==> src/rtl/mips_pkg.sv <==
// Shared definitions for the fetch unit and the control decoder.
// Holds opcode/funct constants, the fetch FSM state type and the default reset PC.
package mips_pkg;

    localparam logic [5:0] OP_RTYPE = 6'h00;
    localparam logic [5:0] OP_J     = 6'h02;
    localparam logic [5:0] OP_JAL   = 6'h03;
    localparam logic [5:0] OP_BEQ   = 6'h04;
    localparam logic [5:0] OP_BNE   = 6'h05;
    localparam logic [5:0] FN_JR    = 6'h08;

    localparam logic [31:0] RESET_PC_DEFAULT = 32'h0000_0000;

    typedef enum logic [1:0] {
        StBoot,
        StReq,
        StHold
    } fetch_state_e;

    // Sign-extended word offset of a 16-bit branch immediate.
    function automatic logic [31:0] branch_offset(input logic [15:0] imm);
        return {{14{imm[15]}}, imm, 2'b00};
    endfunction

endpackage

==> src/rtl/next_pc.sv <==
// Combinational next-PC selection: jr over j/jal over taken branch over sequential.
module next_pc
    import mips_pkg::*;
(
    input  logic [31:0] pc_plus4,
    input  logic [31:0] instr,
    input  logic [31:0] rs_value,
    input  logic        branch_taken,
    input  logic        jump,
    input  logic        jump_reg,
    output logic [31:0] npc
);

    logic unused_bits;
    assign unused_bits = ^{rs_value[1:0], instr[31:26]};

    always_comb begin
        npc = pc_plus4;
        if (jump_reg) begin
            npc = {rs_value[31:2], 2'b00};
        end else if (jump) begin
            npc = {pc_plus4[31:28], instr[25:0], 2'b00};
        end else if (branch_taken) begin
            npc = pc_plus4 + branch_offset(instr[15:0]);
        end
    end

endmodule

==> src/rtl/ifetch.sv <==
// Instruction fetch unit: owns the PC, fetches over req/ack and hands words to decode
// over valid/ready, one instruction in flight.
module ifetch
    import mips_pkg::*;
#(
    parameter logic [31:0] RESET_PC = RESET_PC_DEFAULT
) (
    input  logic        clk,
    input  logic        rst_n,
    output logic        imem_req,
    output logic [31:0] imem_addr,
    input  logic        imem_ack,
    input  logic [31:0] imem_rdata,
    output logic        instr_valid,
    input  logic        instr_ready,
    output logic [31:0] instr,
    output logic [5:0]  opcode,
    output logic [5:0]  funct,
    output logic [31:0] pc_out,
    output logic [31:0] pc_plus4,
    input  logic        branch_taken,
    input  logic        jump,
    input  logic        jump_reg,
    input  logic [31:0] rs_value
);

    fetch_state_e state_q, state_d;
    logic [31:0]  pc_q, pc_d;
    logic [31:0]  instr_q, pc_out_q, pc_plus4_q;
    logic [31:0]  npc;
    logic         capture;

    // Ack only counts once REQ is the registered state.
    assign capture = (state_q == StReq) && imem_ack;

    next_pc u_next_pc (
        .pc_plus4     (pc_plus4_q),
        .instr        (instr_q),
        .rs_value     (rs_value),
        .branch_taken (branch_taken),
        .jump         (jump),
        .jump_reg     (jump_reg),
        .npc          (npc)
    );

    always_comb begin
        state_d = state_q;
        pc_d    = pc_q;
        unique case (state_q)
            StBoot: state_d = StReq;
            StReq: begin
                if (imem_ack) begin
                    state_d = StHold;
                end
            end
            StHold: begin
                if (instr_ready) begin
                    state_d = StReq;
                    pc_d    = npc;
                end
            end
            default: state_d = StBoot;
        endcase
    end

    always_ff @(posedge clk or negedge rst_n) begin
        if (!rst_n) begin
            state_q    <= StBoot;
            pc_q       <= RESET_PC;
            instr_q    <= '0;
            pc_out_q   <= '0;
            pc_plus4_q <= '0;
        end else begin
            state_q <= state_d;
            pc_q    <= pc_d;
            if (capture) begin
                instr_q    <= imem_rdata;
                pc_out_q   <= pc_q;
                pc_plus4_q <= pc_q + 32'd4;
            end
        end
    end

    assign imem_req    = (state_q == StReq);
    assign imem_addr   = imem_req ? pc_q : '0;
    assign instr_valid = (state_q == StHold);
    assign instr       = instr_q;
    assign opcode      = instr_q[31:26];
    assign funct       = instr_q[5:0];
    assign pc_out      = pc_out_q;
    assign pc_plus4    = pc_plus4_q;

endmodule

==> config.mk <==
export PLATFORM = sky130hd
export DESIGN_NAME = ifetch
export DESIGN_NICKNAME = d
export VERILOG_FILES = /design/src/rtl/mips_pkg.sv /design/src/rtl/next_pc.sv /design/src/rtl/ifetch.sv
export SDC_FILE = /design/constraint.sdc
export NUM_CORES = 1
export LEC_CHECK = 0
export BUFFER_PORTS_ARGS = -buffer_cell sky130_fd_sc_hd__buf_4
export CORE_ASPECT_RATIO = 1.5
export CORE_UTILIZATION = 57
export CTS_CLUSTER_DIAMETER = 150
export CTS_CLUSTER_SIZE = 8
export DETAILED_ROUTE_END_ITERATION = 10
export GPL_ROUTABILITY_DRIVEN = 1
export PLACE_DENSITY = 0.86
export SYNTH_ARGS = -nofsm -noshare
export SYNTH_HDL_FRONTEND = slang
export SYNTH_SLANG_ARGS = --single-unit
==> constraint.sdc <==
create_clock -name clk -period 5.6 [get_ports clk]
set_input_delay 1.68 -clock clk [delete_from_list [all_inputs] [get_ports clk]]
set_output_delay 1.68 -clock clk [all_outputs]
set_load 0.02 [all_outputs]
==> metrics.cfg, run 1 <==
[timing]
whs_ns = 0.484
worst_slack_ns = 2.28
setup_tns_ns = 0
fin_crit_ns = 3.32
slew_viol_final = 0
skew_ns = 0.00981
clock.fmax_ghz = 0.302
rsz0062_at_grt = no
finalHoldViolations = 0
worstMarginPinSlew_ns = 0.854
finalCritPeriodShare_pct = 59.2
setup_violations = 0
relSlewSlack_pct = 43.1

[final_layout]
final_layout_size_suffix_gt1_share_pct = 32.5
fin_util_pct = 74.2
instances_no_fill = 1171
diodes = 0
syn_to_final_growth_pct = 27.6
fill_cells = 973
fin_nets = 1099
fin_area_um2 = 9940

[die]
die_y_um = 145
die_w_um = 97.4
dieArea_um2 = 14100
core_area_um2 = 13400
start_util_pct = 58.1
io-pin-count = 213
placementRows = 52

[cts]
holdBufCountCts = 0
cts_resized = 0
cts_buffers = 17
clk_latency_ns = 0.42
clock_path_buffers = 2
cts_root_buf = clkbuf_16
cts_tree = yes
htree_levels = 4
post_cts_buffers = 0
clk_pin_slew_ns = 0.06
clock-sinks = 128

[critical_path]
worstPathCellList = nor2b_2 > buf_4 > and2_1 > buf_4
crit_required_ns = 3.92
endpoint_kind = output port
cp_max_fo = 34
cp_top_family = buffers and inverters
arrival_ns = 1.64
start_kind = flip-flop
crit_slowest_cell = dfrtp_1
crit_buf_inv = 2
crit_type = flip-flop to output port
cpMostUsedCell = buf_4
slowest_delay_ns = 0.40

[run_status]
status = finished clean

[power]
p_comb_share_pct = 58.0
internal_power_mw = 3.86
total_power_mw = 7.10
peakVddDrop_mv = 0.374
seqPwrFrac_pct = 26.4
p_leak_nw = 4.69
p_switching_mw = 3.25
power_density_nw_per_um2 = 715
swShare_pct = 45.7
clkPwrFrac_pct = 15.5

[place]
place_inst = 1140
dp_hpwl_um = 15400
place_area_um2 = 9360
gp_congestion = 0.921
portBuffers = 210
dp_worst_setup_slack_ns = 2.31

[hold_path]
hold_path_class = flip-flop to flip-flop

[global_routing]
grt_overflow = 0
grt_pass1_vias = 7065
grt_max_degree = 95
antenna_found_initial = 0
grt_pass1_wl_um = 35600
grt.total_usage_pct = 31.6

[synth]
synth.ff_latch_count = 128
ys_seq_area_share_pct = 41.1
avgSynthCellArea_um2 = 9.50
synthArstFlopShare_pct = 100
dominantRegCellSynth = dfrtp_1
yosys_warnings = 0
syn_nets = 922
syn-cell-area_um2 = 7790
syn_inst = 820
synth_cell_types = 60
synth-edff-count = 0

[detailed_routing]
dr.pass1.iters = 5
route.detailed.drc = 0
wirelength_um = 21900
drtAntennaViolNets = 0
wl_per_cell_um = 18.7
vias = 7049
drtIter0Drc = 370
vias_per_cell = 6.02

[run]
maxCapViolations = 0

-- sequential cells by signal (all words and copies together), names as in the netlist --
name      flops
pc_q         32
state_q       2
pc_out       32
instr        32
pc_plus4     30
-- worst paths after layout --
kind                                   startpoint                        to  slack (ns)  cells past startpoint
setup / recovery           state_q[1]$_DFFE_PN0P_             imem_addr[24]        2.28                      4
max in group asynchronous                   rst_n  pc_plus4[31]$_DFFE_PN0P_        3.21                      2
hold / removal                pc_q[1]$_DFFE_PN0P_       pc_q[1]$_DFFE_PN0P_        0.48                      2
setup reg to reg             instr[0]$_DFFE_PN0P_      pc_q[20]$_DFFE_PN0P_        2.39                     10
hold reg to reg               pc_q[1]$_DFFE_PN0P_       pc_q[1]$_DFFE_PN0P_        0.48                      2
min in group asynchronous                   rst_n    pc_out[28]$_DFFE_PN0P_        1.34                      1
-- cells by family after synthesis --
family | after synthesis | share of synthesized area, %
flip-flops | 128 | 41.1
AO/OA/AOI/OAI | 199 | 16.1
buffers and inverters | 71 | 4.16
XOR/XNOR | 52 | 5.85
AND/OR/NAND/NOR | 250 | 15.1
adder cells (fa/ha/maj) | 31 | 5.08
multiplexers | 89 | 12.5
-- layer usage --
metal | global-route usage (%) | wire (um)
met1 | 36.6 | 8150
met2 | 55.2 | 11800
met3 | 4.91 | 1020
met4 | 17.1 | 974
met5 | 0 | 0
-- synth_stat cells (all sizes together) (5+ instances only) --
| cell | count | area [um^2] |
|---|---|---|
| a22oi | 5 | 37.5 |
| xnor2 | 33 | 289 |
| nand4 | 9 | 56.3 |
| buf | 23 | 144 |
| o21ai | 76 | 380 |
| and3 | 10 | 63.8 |
| mux2 | 67 | 754 |
| nand2 | 92 | 345 |
| inv | 14 | 52.6 |
| clkbuf | 34 | 128 |
| mux2i | 22 | 220 |
| nand3 | 18 | 90.1 |
| dfrtp | 128 | 3200 |
| ha | 30 | 375 |
| a21o | 12 | 91.3 |
| a211oi | 7 | 62.6 |
| o211ai | 11 | 92.6 |
| nor2b | 10 | 62.6 |
| nor2 | 52 | 195 |
| nand2b | 8 | 50.1 |
| xor2 | 19 | 166 |
| and2 | 33 | 206 |
| a21oi | 53 | 265 |
| nor3 | 10 | 50.1 |
-- power groups by stage --
stage / sequential, mW / clock, mW / combinational, mW
floorplan: 2.10 / 0 / 2.48
global placement: 1.85 / 0 / 3.94
detailed placement: 1.87 / 0 / 4.07
CTS: 1.87 / 1.11 / 4.12
global route: 1.94 / 1.15 / 4.44
finish: 1.88 / 1.10 / 4.12
-- worst min-delay path, cell delays in order, from the launching register on --
cell,delay [ns]
dfrtp_1,0.35
nand2_1,0.05
nand2_1,0.05
-- final cells by class --
type                       count  area (um^2)  area share (%)
clock inverter                13          139            1.40
inverter                      14         52.6           0.529
tap                          162          203            2.04
sequential                   128         3200            32.2
multi-input combinational    621         4270            43.0
timing repair buffer         215         1630            16.4
clock buffer                  18          439            4.42
-- layout by cell type (no fill, tap or decap), types with 3 or more instances in the layout --
| cell type | n |
|---|---|
| buf_4 | 213 |
| dfrtp_1 | 128 |
| nand2_1 | 91 |
| o21ai_0 | 72 |
| mux2_2 | 67 |
| a21oi_1 | 53 |
| nor2_1 | 52 |
| xnor2_1 | 33 |
| and2_1 | 32 |
| ha_1 | 30 |
| mux2i_1 | 22 |
| xor2_1 | 19 |
| nand3_1 | 18 |
| clkbuf_16 | 17 |
| inv_1 | 14 |
| a21o_1 | 11 |
| nor3_1 | 10 |
| nor2b_1 | 9 |
| nand4_1 | 9 |
| and3_1 | 9 |
| o211ai_1 | 9 |
| nand2b_1 | 8 |
| a22oi_1 | 5 |
| a211oi_1 | 5 |
| clkinvlp_4 | 5 |
| o21ai_1 | 4 |
| a21boi_0 | 4 |
| o31ai_1 | 3 |
| a31oi_1 | 3 |
| clkinv_2 | 3 |
Note: power is estimated with default switching activity, not from simulation.
==> run 2, diff against run 1 <==
Settings changed: ABC_AREA set to 1, CORE_UTILIZATION 57 to 54, PLACE_DENSITY 0.86 to 0.81.
Clock period 5.6 ns to 3.45 ns, I/O delays scaled along.
==> run 2 against run 1 <==
Against the previous run:
- non-clock buffer count rose by 6
- global-route usage up 3.3 points
- setup slack worse by 2.1 ns
- worst hold slack barely moved
- area after synthesis rose by 7.2%
- register-to-register slack lost 1.5 ns
- critical endpoint is now imem_addr[20]
- largest cell class unchanged
==> metrics.cfg, run 2 <==
[run_status]
status = finished clean  ; unchanged

[global_routing]
grt_max_degree = 101  ; was 95
grt_overflow = 0  ; unchanged
grt_pass1_vias = 8283  ; was 7,065
grt_pass1_wl_um = 43100  ; was 35,600 um
grt.total_usage_pct = 34.8  ; was 31.6%
antenna_found_initial = 0  ; unchanged

[timing]
finalCritPeriodShare_pct = 94.1
setup_violations = 0  ; unchanged
clock.fmax_ghz = 0.308
setup_tns_ns = 0  ; unchanged
relSlewSlack_pct = 30.7  ; was 43.1%
fin_crit_ns = 3.25
worstMarginPinSlew_ns = 1.04  ; was 0.854 ns
finalHoldViolations = 0  ; unchanged
rsz0062_at_grt = no  ; unchanged
slew_viol_final = 0  ; unchanged
skew_ns = 0.00956  ; was 0.00981 ns
worst_slack_ns = 0.205  ; was 2.28 ns
whs_ns = 0.484  ; about the same

[final_layout]
diodes = 0  ; unchanged
fin_nets = 1490  ; was 1,099
fill_cells = 1312  ; was 973
final_common_cell = nand2_1  ; was buf_4
syn_to_final_growth_pct = 26.6  ; was 27.6%
final_cell_mix = nand2_1, buf_4, nor2_1, dfrtp_1, inv_1  ; was buf_4, dfrtp_1, nand2_1, o21ai_0, mux2_2
fin_area_um2 = 10600  ; was 9940 um^2
final_layout_size_suffix_gt1_share_pct = 19.4  ; was 32.5%

[critical_path]
reg2reg_to = pc_q[25]$_DFFE_PN0P_  ; was pc_q[20]$_DFFE_PN0P_
rr_worst_depth = 10  ; unchanged
r2r_setup_slack_ns = 0.86  ; was 2.39 ns
crit_required_ns = 2.41  ; was 3.92 ns
arrival_ns = 2.21  ; was 1.64 ns
r2r_start = instr[15]$_DFFE_PN0P_  ; was instr[0]$_DFFE_PN0P_
cp_max_fo = 33  ; was 34
crit_type = flip-flop to output port  ; unchanged
start_kind = flip-flop  ; unchanged
endpoint_kind = output port  ; unchanged

[synth]
synth_largest_area_cell = dfrtp_1  ; unchanged
synth.ff_latch_count = 128  ; unchanged
synth.most_common_cell = nand2_1  ; was dfrtp_1
syn-cell-area_um2 = 8350  ; was 7790 um^2
avgSynthCellArea_um2 = 6.93  ; was 9.50 um^2
synth_top_area_share_pct = 38.4  ; was 41.1%
ys_seq_area_share_pct = 38.4  ; was 41.1%
syn_nets = 1308  ; was 922
synthArstFlopShare_pct = 100  ; unchanged
syn_inst = 1206  ; was 820
yosys_warnings = 0  ; unchanged
synth-edff-count = 0  ; unchanged
dominantRegCellSynth = dfrtp_1  ; unchanged
synth_cell_types = 43  ; was 60
synth_area_leaders = dfrtp_1, nand2_1, nor2_1  ; was dfrtp_1, mux2_2, ha_1
synth.top_cells.by_count = nand2_1, nor2_1, dfrtp_1  ; was dfrtp_1, nand2_1, o21ai_0

[die]
placementRows = 55  ; was 52
dieArea_um2 = 16000  ; was 14,100 um^2
die_y_um = 154  ; was 145 um
die_w_um = 104  ; was 97.4 um
io-pin-count = 213  ; unchanged
core_area_um2 = 15100  ; was 13,400 um^2
start_util_pct = 55.4  ; was 58.1%

[place]
portBuffers = 210  ; unchanged
dp_worst_setup_slack_ns = 0.716  ; was 2.31 ns
place_area_um2 = 9990  ; was 9360 um^2
dp_hpwl_um = 20900  ; was 15,400 um
gp_congestion = 0.976  ; was 0.921

[power]
p_leak_nw = 5.64  ; was 4.69 nW
peakVddDrop_mv = 0.768  ; was 0.374 mV
power_density_nw_per_um2 = 1090  ; was 715 nW/um^2

[detailed_routing]
wirelength_um = 27600  ; was 21,900 um
met2_length_um = 13300  ; was 11,800 um
wl_met3_um = 2150  ; was 1020 um
wl_met1_um = 11100  ; was 8150 um
drtIter0Drc = 649  ; was 370
dr.pass1.iters = 8  ; was 5
drtAntennaViolNets = 0  ; unchanged
vias_per_cell = 5.55  ; was 6.02
top_layer = met4  ; unchanged
route.detailed.drc = 0  ; unchanged
vias = 8871  ; was 7,049
wl_per_cell_um = 17.3  ; was 18.7 um

[cts]
post_cts_buffers = 0  ; unchanged
cts_buffers = 17  ; unchanged
clock-sinks = 128  ; unchanged
cts_root_buf = clkbuf_16  ; unchanged
htree_levels = 4  ; unchanged
cts_tree = yes  ; unchanged
cts_resized = 0  ; unchanged
clk_pin_slew_ns = 0.06  ; about the same
clk_latency_ns = 0.43  ; was 0.42 ns
clock_path_buffers = 2  ; unchanged
holdBufCountCts = 0  ; unchanged

[hold_path]
whs_path_depth = 2  ; unchanged
hold_path_class = flip-flop to flip-flop  ; unchanged
min-delay-start = pc_out[28]$_DFFE_PN0P_  ; was pc_q[1]$_DFFE_PN0P_
worstHoldEndpoint = pc_out[28]$_DFFE_PN0P_  ; was pc_q[1]$_DFFE_PN0P_

[run]
maxCapViolations = 0  ; unchanged

## run 2: how the worst max path moves through the flow
stage	startpoint	endpoint	cells after the start	slack, ns
after floorplan	state_q[0]$_DFFE_PN0P_	imem_addr[10]	6	0.77
after global placement	state_q[0]$_DFFE_PN0P_	imem_addr[16]	5	0.76
after detailed placement	state_q[0]$_DFFE_PN0P_	imem_addr[18]	5	0.72
after CTS	state_q[0]$_DFFE_PN0P_	imem_addr[20]	5	0.20
after global routing	state_q[0]$_DFFE_PN0P_	imem_addr[20]	5	0.009
final	state_q[0]$_DFFE_PN0P_	imem_addr[20]	5	0.20
## run 2: critical path, cell delays in order, from the launching register on
cell	delay [ns]
dfrtp_1	0.39
inv_1	0.05
nor2_1	0.25
inv_1	0.52
nor2_1	0.37
buf_4	0.21
## run 2: cell families after synthesis
| kind of cell | share of synthesized area (%) |
|---|---|
| XOR/XNOR | 2.10 |
| buffers and inverters | 9.12 |
| AND/OR/NAND/NOR | 31.4 |
| adder cells (fa/ha/maj) | 4.73 |
| flip-flops | 38.4 |
| AO/OA/AOI/OAI | 14.3 |
## run 2: stage by stage
step	cells	util [%]	total power, mW
2_1_floorplan	1206	-	7.21
3_3_place_gp	1568	66.3	9.52
3_5_place_dp	1568	66.3	9.62
4_1_cts	1599	70.2	11.5
5_1_grt	1599	70.2	12.4
6_report	1599	70.2	11.6
## run 2: layer usage
| metal | up-vias | track usage, % |
|---|---|---|
| met4 | 0 | 16.3 |
| met2 | 424 | 57.6 |
| met5 | - | 0 |
| li1 | 4265 | - |
| met1 | 4115 | 44.8 |
| met3 | 67 | 5.52 |
## run 2: layout make-up
type                            instances  area [um^2]  area share, %
Clock buffer                           18          439           4.15
Clock inverter                         13          151           1.43
Inverter                              127          477           4.51
Multi-Input combinational cell        893         4390           41.5
Sequential cell                       128         3200           30.3
Tap cell                              199          249           2.35
Timing Repair Buffer                  221         1660           15.7
## run 2: power breakdown
part	switching, mW	internal, mW	total (mW)
Combinational	4.25	2.43	6.68
Sequential	0.856	2.21	3.06
Clock	0.739	1.09	1.83
Total	5.84	5.73	11.6
==> run 3, diff against run 2 <==
Settings changed: CORE_UTILIZATION 54 to 57, PLACE_DENSITY 0.81 to 0.85, SKIP_LAST_GASP set to 1.
Clock period 3.45 ns to 3.83 ns, I/O delays scaled along.
==> run 3 against run 2 <==
Against the previous run:
- register-to-register slack improved by 0.05 ns
- count of clock-buffer cells in the layout did not move
- clock skew barely moved
- global-route usage rose by 4.5 points
- cell count fell by 0.56%
- first-iteration DRC count rose by 1.7%
==> metrics.cfg, run 3 (synthesis gave the netlist of run 2 again) <==
[run_status]
status = finished clean  ; unchanged

[critical_path]
crit_type = flip-flop to output port  ; unchanged
crit_required_ns = 2.68  ; was 2.41 ns
arrival_ns = 2.26  ; was 2.21 ns
cp_max_fo = 33  ; unchanged
start_kind = flip-flop  ; unchanged
endpoint_kind = output port  ; unchanged

[detailed_routing]
drtIter0Drc = 660  ; was 649
wirelength_um = 28900  ; was 27,600 um
dr.pass1.iters = 5  ; was 8
vias = 9028  ; was 8,871
drtAntennaViolNets = 0  ; unchanged
wl_per_cell_um = 18.2  ; was 17.3 um
vias_per_cell = 5.68  ; was 5.55
route.detailed.drc = 0  ; unchanged

[place]
dp_worst_setup_slack_ns = 0.972  ; was 0.716 ns
gp_congestion = 0.951  ; was 0.976
dp_hpwl_um = 21200  ; was 20,900 um
portBuffers = 210  ; unchanged

[timing]
worstMarginPinSlew_ns = 1.06  ; was 1.04 ns
setup_violations = 0  ; unchanged
worst_slack_ns = 0.424  ; was 0.205 ns
relSlewSlack_pct = 29.2  ; was 30.7%
finalCritPeriodShare_pct = 88.9
clock.fmax_ghz = 0.294
finalHoldViolations = 0  ; unchanged
skew_ns = 0.00906  ; was 0.00956 ns
rsz0062_at_grt = no  ; unchanged
slew_viol_final = 0  ; unchanged
fin_crit_ns = 3.41
setup_tns_ns = 0  ; unchanged

[cts]
clk_pin_slew_ns = 0.06  ; about the same
post_cts_buffers = 0  ; unchanged
holdBufCountCts = 0  ; unchanged
cts_tree = yes  ; unchanged
clock_path_buffers = 2  ; unchanged
cts_buffers = 17  ; unchanged
clk_latency_ns = 0.43  ; about the same
cts_resized = 0  ; unchanged
htree_levels = 4  ; unchanged
clock-sinks = 128  ; unchanged
cts_root_buf = clkbuf_16  ; unchanged

[die]
die_y_um = 150  ; was 154 um
io-pin-count = 213  ; unchanged
start_util_pct = 58.9  ; was 55.4%
core_area_um2 = 14200  ; was 15,100 um^2
placementRows = 53  ; was 55
die_w_um = 101  ; was 104 um
dieArea_um2 = 15200  ; was 16,000 um^2

[power]
peakVddDrop_mv = 0.727  ; was 0.768 mV
total_power_mw = 10.5  ; was 11.6 mW
swShare_pct = 51.4  ; was 50.5%
p_comb_share_pct = 58.3  ; was 57.7%
seqPwrFrac_pct = 26.3  ; was 26.5%
p_leak_nw = 5.62  ; was 5.64 nW
p_switching_mw = 5.39  ; was 5.84 mW
clkPwrFrac_pct = 15.4  ; was 15.8%
internal_power_mw = 5.09  ; was 5.73 mW
power_density_nw_per_um2 = 995  ; was 1090 nW/um^2

[global_routing]
antenna_found_initial = 0  ; unchanged
grt_overflow = 0  ; unchanged
grt_max_degree = 111  ; was 101
grt_pass1_wl_um = 44400  ; was 43,100 um
grt_pass1_vias = 8387  ; was 8,283
grt.total_usage_pct = 39.3  ; was 34.8%

[final_layout]
final_common_cell = nand2_1  ; unchanged
syn_to_final_growth_pct = 26.1  ; was 26.6%
final_cell_mix = nand2_1, buf_4, nor2_1, dfrtp_1, inv_1  ; unchanged
diodes = 0  ; unchanged
final_layout_size_suffix_gt1_share_pct = 19.2  ; was 19.4%
fin_nets = 1487  ; was 1,490

[run]
maxCapViolations = 0  ; unchanged

[hold_path]
hold_path_class = flip-flop to flip-flop  ; unchanged

run 3: changes by cell type in the layout (fill, tap and decap cells not counted), sizes merged:
| cell | before | now |
|---|---|---|
| buf | 221 | 218 |
| bufinv | 2 | 1 |
| clkinv | 2 | 3 |
| inv | 133 | 134 |
run 3: worst paths after layout:
check / startpoint / end / slack [ns] / cells past startpoint
max in group asynchronous: rst_n / pc_out[26]$_DFFE_PN0P_ / 2.11 / 2
setup reg to reg: instr[15]$_DFFE_PN0P_ / pc_q[26]$_DFFE_PN0P_ / 0.91 / 10
setup / recovery: state_q[0]$_DFFE_PN0P_ / imem_addr[20] / 0.42 / 5
hold reg to reg: pc_q[31]$_DFFE_PN0P_ / pc_q[31]$_DFFE_PN0P_ / 0.49 / 2
min in group asynchronous: rst_n / pc_q[1]$_DFFE_PN0P_ / 0.86 / 1
hold / removal: pc_q[31]$_DFFE_PN0P_ / pc_q[31]$_DFFE_PN0P_ / 0.49 / 2
run 3: critical path, cell delays in order (launching register included):
cell and delay [ns]:
dfrtp_1 0.39, inv_1 0.06, nor2_1 0.24, inv_1 0.52, nor2_1 0.39, buf_4 0.21
run 3: layer usage:
metal	GRT usage [%]	wire length [um]	up-vias
met2	66.2	14300	436
met3	7.01	2170	73
met5	0	0	-
met1	49.3	11300	4262
li1	-	-	4257
met4	17.5	1120	0
run 3: power by group through the flow:
| stage | Combinational (mW) | Sequential, mW | Clock, mW |
|---|---|---|---|
| after floorplan | 3.44 | 3.06 | 0 |
| after global placement | 5.87 | 2.72 | 0 |
| after detailed placement | 5.99 | 2.72 | 0 |
| after CTS | 6.06 | 2.72 | 1.61 |
| after global routing | 6.69 | 2.81 | 1.67 |
| final | 6.11 | 2.76 | 1.61 |
run 3: final cells by class:
type	count	area [um^2]
Multi-Input combinational cell	893	4390
Fill cell	1225	3660
Sequential cell	128	3200
Timing Repair Buffer	218	1640
Inverter	127	477
Clock buffer	18	429
Tap cell	192	240
Clock inverter	14	145
run 3: metrics by stage:
stage	util [%]	cells	area (um^2)	hold slack (ns)
2_1_floorplan	-	1206	8350	0.449
3_3_place_gp	70.1	1558	9950	0.465
3_5_place_dp	70.1	1558	9950	0.466
4_1_cts	74.2	1590	10500	0.486
5_1_grt	74.2	1590	10500	0.511
6_report	74.2	1590	10500	0.486
